File: src/rtl/sctag_evict_dram_sched.sv
// rtl/sctag_evict_dram_sched.sv - DRAM address port scheduler: MB reads vs WB/RDMA evict writes.
// Optional perf counters enabled by defining SCTAG_EVSCHED_PERF_EN.
module sctag_evict_dram_sched #(
  parameter int STARVE_LIMIT = 4,
  parameter int CNT_W        = 3,
  parameter int PERF_W       = 16
) (
  input  logic              rclk,
  input  logic              arst,
  input  logic              mb_dram_rd_req,
  input  logic              wb_dram_wr_req,
  input  logic              rdma_dram_wr_req,
  input  logic              dram_sctag_ack,
  output logic              mbctl_arb_dramrd_en,
  output logic              wb_or_rdma_wr_req_en,
  output logic              wbctl_wr_addr_sel,
  output logic              sctag_dram_rd_req,
  output logic              sctag_dram_wr_req,
  output logic              mb_dram_rd_gnt,
  output logic              wb_dram_wr_gnt,
  output logic              rdma_dram_wr_gnt,
  output logic [PERF_W-1:0] perf_rd_cnt,
  output logic [PERF_W-1:0] perf_wr_cnt
);

  typedef enum logic [1:0] {IDLE, GNT, REQ, DONE} state_t;

  state_t           state;
  logic [CNT_W-1:0] starve_cnt;
  logic             rr_wb;
  logic             win_rd;
  logic             win_wb;

  logic any_wr;
  logic write_due;
  logic pick_rd;
  logic pick_wb;

  always_comb begin
    any_wr    = wb_dram_wr_req | rdma_dram_wr_req;
    write_due = (starve_cnt >= CNT_W'(STARVE_LIMIT)) && any_wr;
    pick_rd   = mb_dram_rd_req && !write_due;
    // WB wins a write slot when it is alone or when the round-robin pointer favours it
    pick_wb   = wb_dram_wr_req && (!rdma_dram_wr_req || rr_wb);
  end

  always_ff @(posedge rclk or posedge arst) begin
    if (arst) begin
      state                <= IDLE;
      starve_cnt           <= '0;
      rr_wb                <= 1'b1;
      win_rd               <= 1'b0;
      win_wb               <= 1'b0;
      mbctl_arb_dramrd_en  <= 1'b0;
      wb_or_rdma_wr_req_en <= 1'b0;
      wbctl_wr_addr_sel    <= 1'b0;
      sctag_dram_rd_req    <= 1'b0;
      sctag_dram_wr_req    <= 1'b0;
      mb_dram_rd_gnt       <= 1'b0;
      wb_dram_wr_gnt       <= 1'b0;
      rdma_dram_wr_gnt     <= 1'b0;
    end else begin
      case (state)
        IDLE: begin
          if (mb_dram_rd_req || any_wr) begin
            state                <= GNT;
            win_rd               <= pick_rd;
            win_wb               <= !pick_rd && pick_wb;
            mbctl_arb_dramrd_en  <= pick_rd;
            wb_or_rdma_wr_req_en <= !pick_rd;
            wbctl_wr_addr_sel    <= !pick_rd && pick_wb;
            if (pick_rd) begin
              if (any_wr && (starve_cnt < CNT_W'(STARVE_LIMIT)))
                starve_cnt <= starve_cnt + CNT_W'(1);
            end else begin
              starve_cnt <= '0;
              rr_wb      <= !pick_wb;
            end
          end
        end
        GNT: begin
          mbctl_arb_dramrd_en  <= 1'b0;
          wb_or_rdma_wr_req_en <= 1'b0;
          wbctl_wr_addr_sel    <= 1'b0;
          sctag_dram_rd_req    <= win_rd;
          sctag_dram_wr_req    <= !win_rd;
          state                <= REQ;
        end
        REQ: begin
          if (dram_sctag_ack) begin
            sctag_dram_rd_req <= 1'b0;
            sctag_dram_wr_req <= 1'b0;
            mb_dram_rd_gnt    <= win_rd;
            wb_dram_wr_gnt    <= !win_rd && win_wb;
            rdma_dram_wr_gnt  <= !win_rd && !win_wb;
            state             <= DONE;
          end
        end
        DONE: begin
          // requests are deliberately not sampled here: the granted level is still stale
          mb_dram_rd_gnt   <= 1'b0;
          wb_dram_wr_gnt   <= 1'b0;
          rdma_dram_wr_gnt <= 1'b0;
          state            <= IDLE;
        end
        default: state <= IDLE;
      endcase
    end
  end

`ifdef SCTAG_EVSCHED_PERF_EN
  always_ff @(posedge rclk or posedge arst) begin
    if (arst) begin
      perf_rd_cnt <= '0;
      perf_wr_cnt <= '0;
    end else if (state == DONE) begin
      if (win_rd && (perf_rd_cnt != '1))
        perf_rd_cnt <= perf_rd_cnt + PERF_W'(1);
      if (!win_rd && (perf_wr_cnt != '1))
        perf_wr_cnt <= perf_wr_cnt + PERF_W'(1);
    end
  end
`else
  assign perf_rd_cnt = '0;
  assign perf_wr_cnt = '0;
`endif

endmodule

File: config.mk
export PLATFORM = sky130hd
export DESIGN_NAME = sctag_evict_dram_sched
export DESIGN_NICKNAME = d
export VERILOG_FILES = /design/src/rtl/sctag_evict_dram_sched.sv
export SDC_FILE = /design/constraint.sdc
export NUM_CORES = 1
export LEC_CHECK = 0
export CAP_MARGIN = 0
export CELL_PAD_IN_SITES_DETAIL_PLACEMENT = 1
export CELL_PAD_IN_SITES_GLOBAL_PLACEMENT = 1
export CORE_MARGIN = 2
export CORE_UTILIZATION = 33
export CTS_BUF_LIST = sky130_fd_sc_hd__clkbuf_16
export DETAILED_ROUTE_END_ITERATION = 16
export PLACE_DENSITY = 0.95
export SLEW_MARGIN = 20
export SYNTH_ARGS = -nofsm -noshare
export SYNTH_HDL_FRONTEND = slang
export SYNTH_SLANG_ARGS = --single-unit
File: constraint.sdc
create_clock -name rclk -period 2.65 [get_ports rclk]
set_clock_uncertainty 0.15 [all_clocks]
set_input_delay 0.265 -clock rclk [delete_from_list [all_inputs] [get_ports rclk]]
set_output_delay 0.265 -clock rclk [all_outputs]
set_load 0.03 [all_outputs]
==> results of run 1 <==
==> synthesized netlist by cell type (2+ instances only) <==
library cell,number
dfrtp_1,15
nor2_1,2
o31ai_1,2
nor2b_1,2
buf_4,32
o21ai_0,13
nand2b_1,2
a21oi_1,2
nand2_1,16
ha_1,6
nand4_1,2
mux2i_1,2
inv_1,9
==> cells by family after synthesis <==
| group | share of synthesized area [%] |
|---|---|
| AO/OA/AOI/OAI | 12.8 |
| adder cells (fa/ha/maj) | 6.79 |
| buffers and inverters | 25.6 |
| flip-flops | 36.3 |
| multiplexers | 3.17 |
| other | 0.339 |
| AND/OR/NAND/NOR | 15.0 |
==> worst paths after layout <==
kind	from	to	slack, ns	cells past startpoint
worst min-delay path	arst	mbctl_arb_dramrd_en$_DFFE_PP0P_	0.25	2
worst max register to register	state[1]$_DFFE_PP0P_	state[1]$_DFFE_PP0P_	0.62	5
max in group asynchronous	arst	wbctl_wr_addr_sel$_DFFE_PP0P_	1.70	2
worst min register to register	wbctl_wr_addr_sel$_DFFE_PP0P_	wbctl_wr_addr_sel$_DFFE_PP0P_	0.35	2
worst max-delay path	state[1]$_DFFE_PP0P_	state[1]$_DFFE_PP0P_	0.62	5
min in group rclk	wbctl_wr_addr_sel$_DFFE_PP0P_	wbctl_wr_addr_sel$_DFFE_PP0P_	0.35	2
==> through the flow <==
stage	setup slack [ns]	power, mW
finish	0.621	1.35
global route	0.490	1.46
CTS	0.622	1.37
detailed placement	0.676	1.06
global placement	0.727	1.03
floorplan	0.967	0.906
==> layer usage <==
layer  wire [um]  share of wire, %  track usage, %  vias up
met5           0                 0               0        -
met4          45               2.2            5.47        0
met3          86               4.2            1.24        4
met2        1060                52            20.3       26
met1         844                41            13.7      363
li1            -                 -               -      367
==> final cells by class <==
type	instances	share of cell area [%]
tap	46	4.64
clock inverter	1	0.303
sequential	16	32.4
inverter	9	2.72
clock buffer	3	6.05
multi-input combinational	95	43.4
timing repair buffer	13	10.5
==> power by group <==
part           internal (mW)  switching [mW]
logic                  0.244           0.384
clock network          0.200          0.0931
registers              0.348          0.0845
total                  0.793           0.562
==> critical path, stage by stage, from the launching register on <==
cell	delay [ns]
dfrtp_1	0.43
inv_1	0.11
ha_1	0.43
nor4b_4	0.39
nor2_2	0.09
mux2_4	0.31
==> impl_metrics.json, run 1 <==
{
  "fin_cells": 183,
  "cts_buffers": 3,
  "crit_required_ns": 2.63,
  "finish.instance_area_mm2": 0.00124,
  "worst_pin_slew_ns": 0.604,
  "final_core_util_pct": 37.8,
  "startpoint_type": "flip-flop",
  "setup-tns-final_ns": 0,
  "synth_top_cell_by_area": "dfrtp_1",
  "clock_latency_ns": 0.24,
  "yosys_warnings": 0,
  "fin_crit_ns": 2.03,
  "drv_slew": 0,
  "synth_cells": 123,
  "seq_area_frac_synth_pct": 36.3,
  "gp_congestion": 0.769,
  "hold_ws_ns": 0.253,
  "place_area_mm2": 0.00116,
  "rsz0062_at_grt": "no",
  "initial_core_util_pct": 33.7,
  "outcome": "finished clean",
  "power_density_mw_per_mm2": 1090,
  "hold_violations": 0,
  "clk_pin_slew_ns": 0.05,
  "synth_top_area_share_pct": 33.9,
  "antenna_cells": 0,
  "cts-root-buf": "clkbuf_16",
  "synth_flop_cell": "dfrtp_1",
  "post-route-period-util_pct": 76.6,
  "overflow": 0,
  "max_freq_ghz": 0.493,
  "dp_hpwl_um": 1560,
  "postCtsHoldBufs": 0,
  "ff_latch_area_um2": 402,
  "track_usage_pct": 11.4,
  "ys_ff_latch": 16,
  "fillerInstances": 405,
  "grt_pass1_vias": 703,
  "placementRows": 21,
  "synth.distinct_cells": 31,
  "io_pins": 46,
  "dp.cells": 179,
  "routed_wl_um": 2040,
  "core_mm2": 0.00328,
  "cts_max_level": 1,
  "antenna_left": 0,
  "drv_cap": 0,
  "drt_drc_violations_left": 0,
  "cp.arrival_ns": 2.01,
  "syn_area_per_cell_um2": 8.99,
  "multiInputGateArea_um2": 538,
  "grt_pass1_wl_um": 3190,
  "synth_edf_count": 0,
  "antenna_found_initial": 0,
  "first_pass_iters": 3,
  "drive_gt1_share_pct": 6.57,
  "setup.worst_path.class": "flip-flop to flip-flop",
  "numPortBuffers": 13,
  "worst_setup_path_end_kind": "flip-flop",
  "cts_tree": "done",
  "regMostFlops": "starve_cnt",
  "final_common_cell": "conb_1",
  "largest_reg_flops": 3,
  "nNetsFinal": 150,
  "post-cts-setup-buffers": 0,
  "setup_viol": 0,
  "ys_async_sr_fraction_pct": 100,
  "die_w_um": 61.9,
  "grt_max_degree": 17,
  "drt-wirelength-per-cell_um": 11.1,
  "clock_sinks": 16,
  "vias_per_cell": 4.15,
  "slew-limit-headroom_pct": 59.7,
  "die-area_mm2": 0.00383,
  "peakVddDrop_mv": 0.315,
  "die-height_um": 61.9,
  "area_growth_pct": 12.1,
  "reg_top3": "starve_cnt: 3 flops, state: 2 flops",
  "p_leak_nw": 0.601,
  "clockBufferDepth": 2,
  "drt_iter0_markers": 23,
  "hold_class": "primary input to asynchronous set/reset pin",
  "mostFrequentLayoutCells": "32 x conb_1, 16 x nand2_1, 15 x dfrtp_1",
  "num_vias": 760,
  "ctsResizeCount": 0,
  "synth.cell_area_mm2": 0.00111,
  "netlist_top_cells_area": "dfrtp_1 34%, buf_4 22%, ha_1 6.8%",
  "cp_max_fo": 13
}
(Power assumes the default switching activity.)
==> run 2, diff against run 1 <==
--- a/config.mk
+++ b/config.mk
@@ -9,10 +9,10 @@
 export CELL_PAD_IN_SITES_DETAIL_PLACEMENT = 1
 export CELL_PAD_IN_SITES_GLOBAL_PLACEMENT = 1
 export CORE_MARGIN = 2
-export CORE_UTILIZATION = 33
+export CORE_UTILIZATION = 30
 export CTS_BUF_LIST = sky130_fd_sc_hd__clkbuf_16
 export DETAILED_ROUTE_END_ITERATION = 16
-export PLACE_DENSITY = 0.95
+export PLACE_DENSITY = 0.89
 export SLEW_MARGIN = 20
 export SYNTH_ARGS = -nofsm -noshare
 export SYNTH_HDL_FRONTEND = slang
==> constraint.sdc (replaced) <==
create_clock -name rclk -period 2.1 [get_ports rclk]
set_clock_uncertainty 0.15 [all_clocks]
set_input_delay 0.21 -clock rclk [delete_from_list [all_inputs] [get_ports rclk]]
set_output_delay 0.21 -clock rclk [all_outputs]
set_load 0.03 [all_outputs]
==> impl_metrics.json, run 2 (same netlist as run 1, synthesis figures left out) <==
{
  "outcome": "finished clean",
  "finish.instance_area_mm2": 0.00126,
  "overflow": 0,
  "rsz0062_at_grt": "no",
  "r2r-start": "state[1]$_DFFE_PP0P_",
  "hold_class": "primary input to asynchronous set/reset pin",
  "num_vias": 776,
  "grt_max_degree": 17,
  "max_freq_ghz": 0.537,
  "place_area_mm2": 0.00119,
  "fin_crit_ns": 1.86,
  "clk_pin_slew_ns": 0.05,
  "clock_latency_ns": 0.24,
  "postCtsHoldBufs": 0,
  "grt_pass1_vias": 736,
  "slew-limit-headroom_pct": 58.2,
  "cp_max_fo": 9,
  "post-route-period-util_pct": 88.7,
  "die_w_um": 64.7,
  "gp_congestion": 0.795,
  "power_mw": 1.75,
  "worst_setup_path_end_kind": "flip-flop",
  "ctsResizeCount": 0,
  "timing.final.ws_setup_ns": 0.238,
  "numPortBuffers": 13,
  "post-cts-setup-buffers": 0,
  "dp_hpwl_um": 1590,
  "pre_cts_ws_ns": 0.255,
  "setup_viol": 0,
  "antenna_left": 0,
  "r2r-end": "state[1]$_DFFE_PP0P_",
  "routed_wl_um": 2110,
  "cts_max_level": 1,
  "final_common_cell": "conb_1",
  "p_leak_nw": 0.619,
  "core_mm2": 0.00361,
  "drt-wirelength-per-cell_um": 11.2,
  "hold_ws_ns": 0.198,
  "grt_pass1_wl_um": 3570,
  "drt_iter0_markers": 42,
  "worst_pin_slew_ns": 0.626,
  "multiInputGateArea_um2": 538,
  "area_growth_pct": 14.4,
  "cts_tree": "done",
  "vias_per_cell": 4.13,
  "r2r_cells": 5,
  "setup-tns-final_ns": 0,
  "initial_core_util_pct": 30.7,
  "peakVddDrop_mv": 0.372,
  "hold_violations": 0,
  "setup.worst_path.class": "flip-flop to flip-flop",
  "fillerInstances": 442,
  "antenna_cells": 0,
  "startpoint_type": "flip-flop",
  "nNetsFinal": 153,
  "drv_cap": 0,
  "antenna_found_initial": 0,
  "drive_gt1_share_pct": 8.57,
  "placementRows": 22,
  "ff_latch_area_um2": 402,
  "die-height_um": 64.7,
  "crit_required_ns": 2.08,
  "first_pass_iters": 4,
  "io_pins": 46,
  "drv_slew": 0,
  "regToRegSetupSlack_ns": 0.24,
  "die-area_mm2": 0.00419,
  "cp.arrival_ns": 1.84,
  "reg_top3": "starve_cnt: 3 flops, state: 2 flops",
  "drt_drc_violations_left": 0,
  "mostFrequentLayoutCells": "32 x conb_1, 16 x nand2_1, 15 x dfrtp_1",
  "cp-startpoint": "state[1]$_DFFE_PP0P_",
  "clockBufferDepth": 2,
  "power_density_mw_per_mm2": 1380,
  "track_usage_pct": 10.9,
  "cts_buffers": 3,
  "regMostFlops": "starve_cnt",
  "largest_reg_flops": 3,
  "cts-root-buf": "clkbuf_16",
  "clock_sinks": 16
}
run 2: cell types whose count changed in the layout (fill, tap and decap cells not counted):
cell      before  now
buf_4          0    3
clkinv_1       1    0
inv_1          9   10
run 2: report_power, final:
part	internal (mW)	switching, mW	total, mW	leakage, nW
registers	0.440	0.102	0.542	0.205
logic	0.337	0.495	0.832	0.372
clock network	0.252	0.119	0.371	0.0423
run 2: metrics by stage:
| stage | util (%) | cells |
|---|---|---|
| after detailed placement | 32.9 | 184 |
| after global placement | 32.9 | 184 |
| final | 35.1 | 188 |
| after global routing | 35.1 | 188 |
| after floorplan | - | 154 |
| after CTS | 35.1 | 188 |
run 2: metal layers:
metal  up-vias  track usage (%)  part of all wire, %
met1       366             12.5                   40
met2        32             20.1                   53
li1        376                -                    -
met3         2             1.56                  5.5
met5         -                0                    0
met4         0             3.99                  1.0
run 2: worst max path at each step:
stage	to	slack, ns	cells past startpoint
6_report	state[1]$_DFFE_PP0P_	0.24	5
5_1_grt	state[1]$_DFFE_PP0P_	0.11	5
2_1_floorplan	state[1]$_DFFE_PP0P_	0.42	6
4_1_cts	state[1]$_DFFE_PP0P_	0.23	5
3_5_place_dp	state[1]$_DFFE_PP0P_	0.25	5
3_3_place_gp	state[1]$_DFFE_PP0P_	0.30	4
run 2: layout make-up:
class,count,share of cell area [%]
Clock buffer,3,5.93
Clock inverter,1,0.297
Inverter,9,2.67
Multi-Input combinational cell,95,42.5
Sequential cell,16,31.8
Tap cell,48,4.75
Timing Repair Buffer,16,12.1
run 2: critical path, cell delays in order (launching register included):
cell and delay [ns]:
dfrtp_1 0.42, inv_1 0.11, ha_1 0.32, nor4b_4 0.36
nor2_2 0.08, mux2_4 0.30
==> run 3, diff against run 2 <==
--- a/config.mk
+++ b/config.mk
@@ -12,7 +12,7 @@
 export CORE_UTILIZATION = 30
 export CTS_BUF_LIST = sky130_fd_sc_hd__clkbuf_16
 export DETAILED_ROUTE_END_ITERATION = 16
-export PLACE_DENSITY = 0.89
+export PLACE_DENSITY_LB_ADDON = 0.25
 export SLEW_MARGIN = 20
 export SYNTH_ARGS = -nofsm -noshare
 export SYNTH_HDL_FRONTEND = slang
==> impl_metrics.json, run 3 (same netlist as run 1, synthesis figures left out) <==
{
  "outcome": "finished clean",
  "crit_family": "simple AND/OR/NAND/NOR gates",
  "antenna_left": 0,
  "crit_buf_inv": 1,
  "setup.worst_path.class": "flip-flop to flip-flop",
  "routed_wl_um": 2180,
  "cp.arrival_ns": 1.83,
  "largest_reg_flops": 3,
  "clock_latency_ns": 0.25,
  "startpoint_type": "flip-flop",
  "clock_sinks": 16,
  "setup_viol": 0,
  "numPortBuffers": 13,
  "io_pins": 46,
  "final_common_cell": "conb_1",
  "drv_slew": 0,
  "drt_drc_violations_left": 0,
  "cp_max_fo": 8,
  "grt_max_degree": 17,
  "overflow": 0,
  "setup-tns-final_ns": 0,
  "drive_gt1_share_pct": 8.57,
  "core_mm2": 0.00361,
  "cts_buffers": 3,
  "track_usage_pct": 11.6,
  "grt_pass1_vias": 794,
  "hold_violations": 0,
  "die-area_mm2": 0.00419,
  "post-route-period-util_pct": 88.3,
  "ctsResizeCount": 0,
  "first_pass_iters": 3,
  "nNetsFinal": 153,
  "grt_pass1_wl_um": 3690,
  "p_leak_nw": 0.616,
  "die_w_um": 64.7,
  "cts-root-buf": "clkbuf_16",
  "crit_required_ns": 2.08,
  "post-cts-setup-buffers": 0,
  "cts_max_level": 1,
  "max_freq_ghz": 0.539,
  "fin_crit_ns": 1.85,
  "rsz0062_at_grt": "no",
  "initial_core_util_pct": 30.7,
  "die-height_um": 64.7,
  "mostFrequentLayoutCells": "32 x conb_1, 16 x nand2_1, 15 x dfrtp_1",
  "worst_pin_slew_ns": 0.625,
  "clk_pin_slew_ns": 0.05,
  "place_area_mm2": 0.00119,
  "path_cells": "inv_1 > ha_1 > nor4b_4 > nor2_2 > mux2_4",
  "clockBufferDepth": 2,
  "antenna_cells": 0,
  "placementRows": 22,
  "antenna_found_initial": 0,
  "worst_setup_path_end_kind": "flip-flop",
  "num_vias": 775,
  "gp_congestion": 0.717,
  "critPathMaxStageDelay_ns": 0.42,
  "regMostFlops": "starve_cnt",
  "postCtsHoldBufs": 0,
  "reg_top3": "starve_cnt: 3 flops, state: 2 flops",
  "drv_cap": 0,
  "hold_class": "primary input to asynchronous set/reset pin",
  "crit_slowest_cell": "dfrtp_1",
  "power_density_mw_per_mm2": 1380,
  "area_growth_pct": 14.4,
  "drt_iter0_markers": 17,
  "peakVddDrop_mv": 0.291,
  "fillerInstances": 438,
  "vias_per_cell": 4.12,
  "slew-limit-headroom_pct": 58.3,
  "dp_hpwl_um": 1740,
  "cts_tree": "done",
  "finish.instance_area_mm2": 0.00126,
  "drt-wirelength-per-cell_um": 11.6
}
## run 3: changes by cell type in the layout (fill, tap and decap cells not counted), sizes merged
cell / delta
inv: -1
clkinv: +1
## run 3: per-stage QoR
step	total power, mW	worst slack, ns	std cells	utilization, %	hold slack (ns)
after global routing	1.88	0.119	188	35.1	0.268
final	1.74	0.246	188	35.1	0.191
after CTS	1.77	0.241	188	35.1	0.232
after detailed placement	1.38	0.264	184	32.9	0.354
after global placement	1.35	0.305	184	32.9	0.340
after floorplan	1.14	0.417	154	-	-0.0270
## run 3: worst paths after layout
| kind | depth (start not counted) | to | start | slack, ns |
|---|---|---|---|---|
| max in group asynchronous | 2 | rdma_dram_wr_gnt$_DFFE_PP0P_ | arst | 1.20 |
| max | 5 | state[1]$_DFFE_PP0P_ | state[1]$_DFFE_PP0P_ | 0.25 |
| min | 2 | wbctl_wr_addr_sel$_DFFE_PP0P_ | arst | 0.19 |
| min reg2reg | 2 | rr_wb$_DFFE_PP1P_ | rr_wb$_DFFE_PP1P_ | 0.36 |
| max reg2reg | 5 | state[1]$_DFFE_PP0P_ | state[1]$_DFFE_PP0P_ | 0.25 |
| min in group rclk | 2 | rr_wb$_DFFE_PP1P_ | rr_wb$_DFFE_PP1P_ | 0.36 |
## run 3: per-layer routing
layer	part of all wire (%)	global-route usage [%]	wire length [um]
met1	41	12.9	901
met2	51	21.1	1120
met3	5.1	2.08	111
met4	2.2	5.59	49
met5	0	0	0
## run 3: final cells by class
| cell class | instances | area, um^2 | area share [%] |
|---|---|---|---|
| flip-flops and latches | 16 | 402 | 31.8 |
| well taps | 48 | 60.1 | 4.75 |
| clock inverters | 1 | 3.75 | 0.297 |
| repair buffers | 16 | 153 | 12.1 |
| inverters | 9 | 33.8 | 2.67 |
| multi-input cells | 95 | 538 | 42.5 |
| clock buffers | 3 | 75.1 | 5.93 |
## run 3: where the power goes
part           switching (mW)  internal [mW]
sequential              0.106          0.440
combinational           0.485          0.336
clock                   0.124          0.253
total                   0.715           1.03
